==> config.mk <==
export PLATFORM = sky130hd
export DESIGN_NAME = simple_dual_port_sync_sram
export DESIGN_NICKNAME = d
export VERILOG_FILES = /design/src/rtl/sdp_sram_pkg.sv /design/src/rtl/sdp_sram_clear_ctrl.sv /design/src/rtl/simple_dual_port_sync_sram.sv
export SDC_FILE = /design/constraint.sdc
export NUM_CORES = 2
export LEC_CHECK = 0
export BUFFER_PORTS_ARGS = -buffer_cell sky130_fd_sc_hd__buf_2
export CAP_MARGIN = 20
export CORE_MARGIN = 2
export CORE_UTILIZATION = 35
export CTS_BUF_LIST = sky130_fd_sc_hd__clkbuf_4 sky130_fd_sc_hd__clkbuf_8
export DETAILED_ROUTE_END_ITERATION = 10
export HOLD_SLACK_MARGIN = 0.15
export PLACE_DENSITY = 0.48
export SLEW_MARGIN = 20
export SYNTH_ARGS = -nofsm -noshare
export SYNTH_HDL_FRONTEND = slang
export SYNTH_SLANG_ARGS = --single-unit
==> constraint.sdc <==
create_clock -name clk -period 6.7 [get_ports clk]
set_input_delay 0.67 -clock clk [delete_from_list [all_inputs] [get_ports clk]]
set_output_delay 0.67 -clock clk [all_outputs]
set_load 0.03 [all_outputs]
==> src/rtl/sdp_sram_pkg.sv <==
// Shared types and helpers for the simple dual-port SRAM.
// Optional feature in the top: SDP_SRAM_BYPASS_EN (write-first same-address read).
package sdp_sram_pkg;

  typedef enum logic {
    CLEAR = 1'b0,
    READY = 1'b1
  } state_e;

  function automatic int addr_w(input int depth);
    return (depth < 2) ? 1 : $clog2(depth);
  endfunction

endpackage

==> src/rtl/sdp_sram_clear_ctrl.sv <==
// Zero-fill sweep controller: walks one address per cycle after reset or clr.
module sdp_sram_clear_ctrl
  import sdp_sram_pkg::*;
#(
  parameter  int D  = 64,
  localparam int AW = addr_w(D)
) (
  input  logic          clk_i,
  input  logic          rst_ni,
  input  logic          clr_i,
  output logic          busy_o,
  output logic          sweep_we_o,
  output logic [AW-1:0] sweep_addr_o
);

  localparam logic [AW-1:0] LAST = AW'(D - 1);

  state_e        state_q, state_d;
  logic [AW-1:0] cnt_q, cnt_d;

  always_ff @(posedge clk_i or negedge rst_ni) begin
    if (!rst_ni) begin
      state_q <= CLEAR;
      cnt_q   <= '0;
    end else begin
      state_q <= state_d;
      cnt_q   <= cnt_d;
    end
  end

  always_comb begin
    state_d = state_q;
    cnt_d   = cnt_q;
    case (state_q)
      CLEAR: begin
        if (clr_i) begin
          cnt_d = '0;
        end else if (cnt_q == LAST) begin
          state_d = READY;
          cnt_d   = '0;
        end else begin
          cnt_d = cnt_q + 1'b1;
        end
      end
      READY: begin
        if (clr_i) begin
          state_d = CLEAR;
          cnt_d   = '0;
        end
      end
      default: begin
        state_d = CLEAR;
        cnt_d   = '0;
      end
    endcase
  end

  assign busy_o       = (state_q == CLEAR);
  assign sweep_we_o   = (state_q == CLEAR);
  assign sweep_addr_o = cnt_q;

endmodule

==> src/rtl/simple_dual_port_sync_sram.sv <==
// Simple dual-port synchronous SRAM with byte enables and a zero-fill sweep.
// Define SDP_SRAM_BYPASS_EN for write-first same-address reads (default read-first).
module simple_dual_port_sync_sram
  import sdp_sram_pkg::*;
#(
  parameter  int W  = 32,
  parameter  int D  = 64,
  localparam int AW = addr_w(D)
) (
  input  logic            clk,
  input  logic            rst_n,
  input  logic            clr,
  input  logic            w_en,
  input  logic [AW-1:0]   w_addr,
  input  logic [W/8-1:0]  w_be,
  input  logic [W-1:0]    w_data,
  input  logic            r_en,
  input  logic [AW-1:0]   r_addr,
  output logic [W-1:0]    r_data,
  output logic            r_valid,
  output logic            busy
);

  localparam int          NB    = W / 8;
  localparam logic [AW:0] DEPTH = (AW + 1)'(D);

  logic [W-1:0]  mem [D];
  logic          sweep_we;
  logic [AW-1:0] sweep_addr;
  logic          w_ok, r_ok, w_acc, r_acc;
  logic [W-1:0]  rd_word;
  logic [W-1:0]  r_data_q, r_data_d;
  logic          r_valid_q, r_valid_d;

  sdp_sram_clear_ctrl #(.D(D)) u_clear_ctrl (
    .clk_i        (clk),
    .rst_ni       (rst_n),
    .clr_i        (clr),
    .busy_o       (busy),
    .sweep_we_o   (sweep_we),
    .sweep_addr_o (sweep_addr)
  );

  assign w_ok  = ({1'b0, w_addr} < DEPTH);
  assign r_ok  = ({1'b0, r_addr} < DEPTH);
  // clr wins over user traffic in the same cycle
  assign w_acc = w_en & ~busy & ~clr & w_ok;
  assign r_acc = r_en & ~busy & ~clr;

  always_ff @(posedge clk) begin
    if (sweep_we) begin
      mem[sweep_addr] <= '0;
    end else if (w_acc) begin
      for (int b = 0; b < NB; b++) begin
        if (w_be[b]) mem[w_addr][8*b +: 8] <= w_data[8*b +: 8];
      end
    end
  end

  always_comb begin
    rd_word = '0;
    if (r_ok) begin
      rd_word = mem[r_addr];
`ifdef SDP_SRAM_BYPASS_EN
      if (w_acc && (w_addr == r_addr)) begin
        for (int b = 0; b < NB; b++) begin
          if (w_be[b]) rd_word[8*b +: 8] = w_data[8*b +: 8];
        end
      end
`endif
    end
  end

  always_comb begin
    r_data_d  = r_data_q;
    r_valid_d = r_acc;
    if (r_acc) r_data_d = rd_word;
  end

  always_ff @(posedge clk or negedge rst_n) begin
    if (!rst_n) begin
      r_data_q  <= '0;
      r_valid_q <= 1'b0;
    end else begin
      r_data_q  <= r_data_d;
      r_valid_q <= r_valid_d;
    end
  end

  assign r_data  = r_data_q;
  assign r_valid = r_valid_q;

endmodule

==> results_dict.tcl <==
set metrics [dict create \
    status "finished, final reports clean" \
    drive_above_1_share 0.238 \
    cts_made_buffers 358 \
    synth_top_family_by_area "multiplexers" \
    ys_seq_area_frac 0.769 \
    track_usage 0.188 \
    synth_compound_area_frac 0.0428 \
    synth.distinct_cells 46 \
    fp.dieArea_um2 236000 \
    first_pass_iters 6 \
    finalSetupTns_ns 0 \
    clock_latency_ns 1.07 \
    clockBufferDepth 4 \
    grt_setup_unrepaired "no" \
    rr_endpoint "mem[34][1]" \
    syn-cell-area_um2 81300 \
    synth_commonest_cells "2048 x edfxtp_1, 451 x mux2i_1, 320 x mux4_2" \
    endpoint_kind "flop" \
    synthFlopType "edfxtp_1" \
    placed_area_um2 85200 \
    tightest_slew_ns 1.16 \
    ctsResizeCount 0 \
    synthXorXnorAreaFrac 0.000215 \
    wl_per_cell_um 29.4 \
    setup_viol 0 \
    reg2reg_from "u_clear_ctrl.state_q" \
    syn-num-nets 4128 \
    synth_edf_count 2048 \
    netlist.area_leader.share 0.756 \
    yosysMostFrequentCell "edfxtp_1" \
    cts_setup_buffers 0 \
    yosysWarnings 0 \
    ys_ff_latch 2088 \
    hold_viol 0 \
    num-fill-cells 20400 \
    routed_wl_um 224000 \
    hold_buffers 3 \
    min_path_type "in -> reg" \
    core-area_um2 231000 \
    min_to "mem[44][2]" \
    hold_depth 2 \
    fin_nets 4398 \
    min_period_over_period 0.626 \
    num_vias 40600 \
    finalCriticalPeriod_ns 4.19 \
    hp-start "w_data[2]" \
    num_rows 176 \
    clock_skew_ns 0.0408 \
    syn_inst 4074 \
    io_buffers 86 \
    worst-path-max-fanout 34 \
    clk_transition_reported_paths_ns 0.06 \
    grt_remaining_overflow 0 \
    drtIter0Drc 3584 \
    ant_nets 0 \
    synth_adder_area_share 0.000154 \
    syn_to_final_growth_pct 13.2 \
    die_x_um 486 \
    grt_first_pass_wirelength_um 320000 \
    max_freq_mhz 238 \
    worst_ep_arrival_time_ns 4.86 \
    synth_mux_area_frac 0.149 \
    synth_area_leaders "edfxtp_1 76%, mux4_2 8.9%, mux2i_1 5.6%" \
    synth-simple-area-share 0.0247 \
    startpoint_type "flop" \
    synth_area_per_cell_um2 20.0 \
    place_congestion 0.776 \
    die_h_um 486 \
    required_ns 7.37 \
    max_cap_violations 0 \
    drc 0 \
    cts.sinks 2088 \
    async_flop_share 0.0192 \
    reg2reg_depth 6 \
    grt_pass1_vias 42400 \
    hpwl_um 134000 \
    slew_viol_final 0 \
    reg2reg_slack_ns 2.51 \
    fin_area_um2 92000 \
    synth_area_leader_cell "edfxtp_1" \
    fin_hold_ws_ns 0.280 \
    ir_drop_mv 0.243 \
    cts_tree "built" \
    ioPinCount 87 \
    critPathKind "reg -> reg" \
    htreeDepth 5 \
    report.power.total_mw 26.6 \
    max_slew_margin 0.221 \
    grt_max_degree 105 \
    via_per_inst 5.33 \
    start_util 0.353 \
    p_per_area_nw_per_um2 289 \
    antenna_found_initial 10 \
    root_buffer "clkbuf_8" \
    multi_input_area_um2 17800 \
    power_leakage_nw 30.7 \
    register_area_um2 62500 \
]
kinds of logic (layout without fill, tap and decap cells):
group                    after synthesis  in the layout
AO/OA/AOI/OAI                        465            465
multiplexers                         804            804
XOR/XNOR                               2              2
AND/OR/NAND/NOR                      457            457
adder cells (fa/ha/maj)                1              1
other                                  0              5
buffers and inverters                257            772
flip-flops                          2088           2088
layout by cell type, fill, tap and decap left out, types with 28 or more instances in the layout:
cell / count
edfxtp_1: 2048
a221o_1: 32
a2111oi_0: 29
dfrtp_1: 40
nand2_1: 51
and2_2: 32
mux4_2: 320
mux2i_1: 451
o22ai_1: 32
a22oi_1: 160
buf_4: 66
a22o_1: 32
clkbuf_8: 374
o211ai_1: 32
o21ai_0: 33
clkinv_2: 38
a31oi_1: 33
nor2b_1: 34
clkbuf_4: 99
mux2_2: 28
nor2_1: 266
buf_2: 83
a211oi_1: 64
nand3_1: 36
clkinv_1: 76
state kept, by name, summed over array words and instances (netlist names):
| name | cells |
|---|---|
| r_data | 32 |
| mem | 2048 |
| u_clear_ctrl.sweep_addr_o | 6 |
| r_valid | 1 |
| u_clear_ctrl.state_q | 1 |
cell type report:
cell class	instances	area share
Antenna cell	5	0.000136
Clock buffer	473	0.0640
Clock inverter	132	0.00982
Inverter	3	0.000122
Multi-Input combinational cell	1729	0.193
Sequential cell	2088	0.679
Tap cell	3026	0.0411
Timing Repair Buffer	164	0.0127
where the power goes:
group | switching, mW | internal (mW)
Sequential | 0.0511 | 14.2
Clock | 5.05 | 6.18
Combinational | 0.715 | 0.402
Total | 5.81 | 20.8
stage by stage:
step	instances	utilization	setup slack (ns)
final	7620	0.399	2.51
after floorplan	4074	-	3.56
after global placement	7007	0.369	1.87
after detailed placement	7007	0.370	1.88
after global routing	7616	0.399	2.25
after CTS	7615	0.399	2.38
critical path, cell delays in order (launching register included):
cell and delay [ns]:
dfrtp_1 0.60, and3_2 0.69, buf_4 0.38, nand3_1 0.11, o21ai_1 0.56, nand2_1 0.70
nor2_1 0.75
worst max path at each step:
stage                         start     endpoint
2_1_floorplan                   clr   mem[0][10]
3_3_place_gp                w_be[0]  mem[26][23]
3_5_place_dp                w_be[0]   mem[50][5]
4_1_cts        u_clear_ctrl.state_q   mem[34][4]
5_1_grt        u_clear_ctrl.state_q   mem[34][4]
6_report       u_clear_ctrl.state_q   mem[34][1]
metal layers:
metal,vias to the layer above,track usage,wire length [um]
li1,17400,-,-
met1,21600,0.257,97800
met2,1215,0.311,110000
met3,347,0.0317,11000
met4,6,0.0543,5630
met5,-,0,44
No activity file was read; power rests on OpenSTA's default activity.
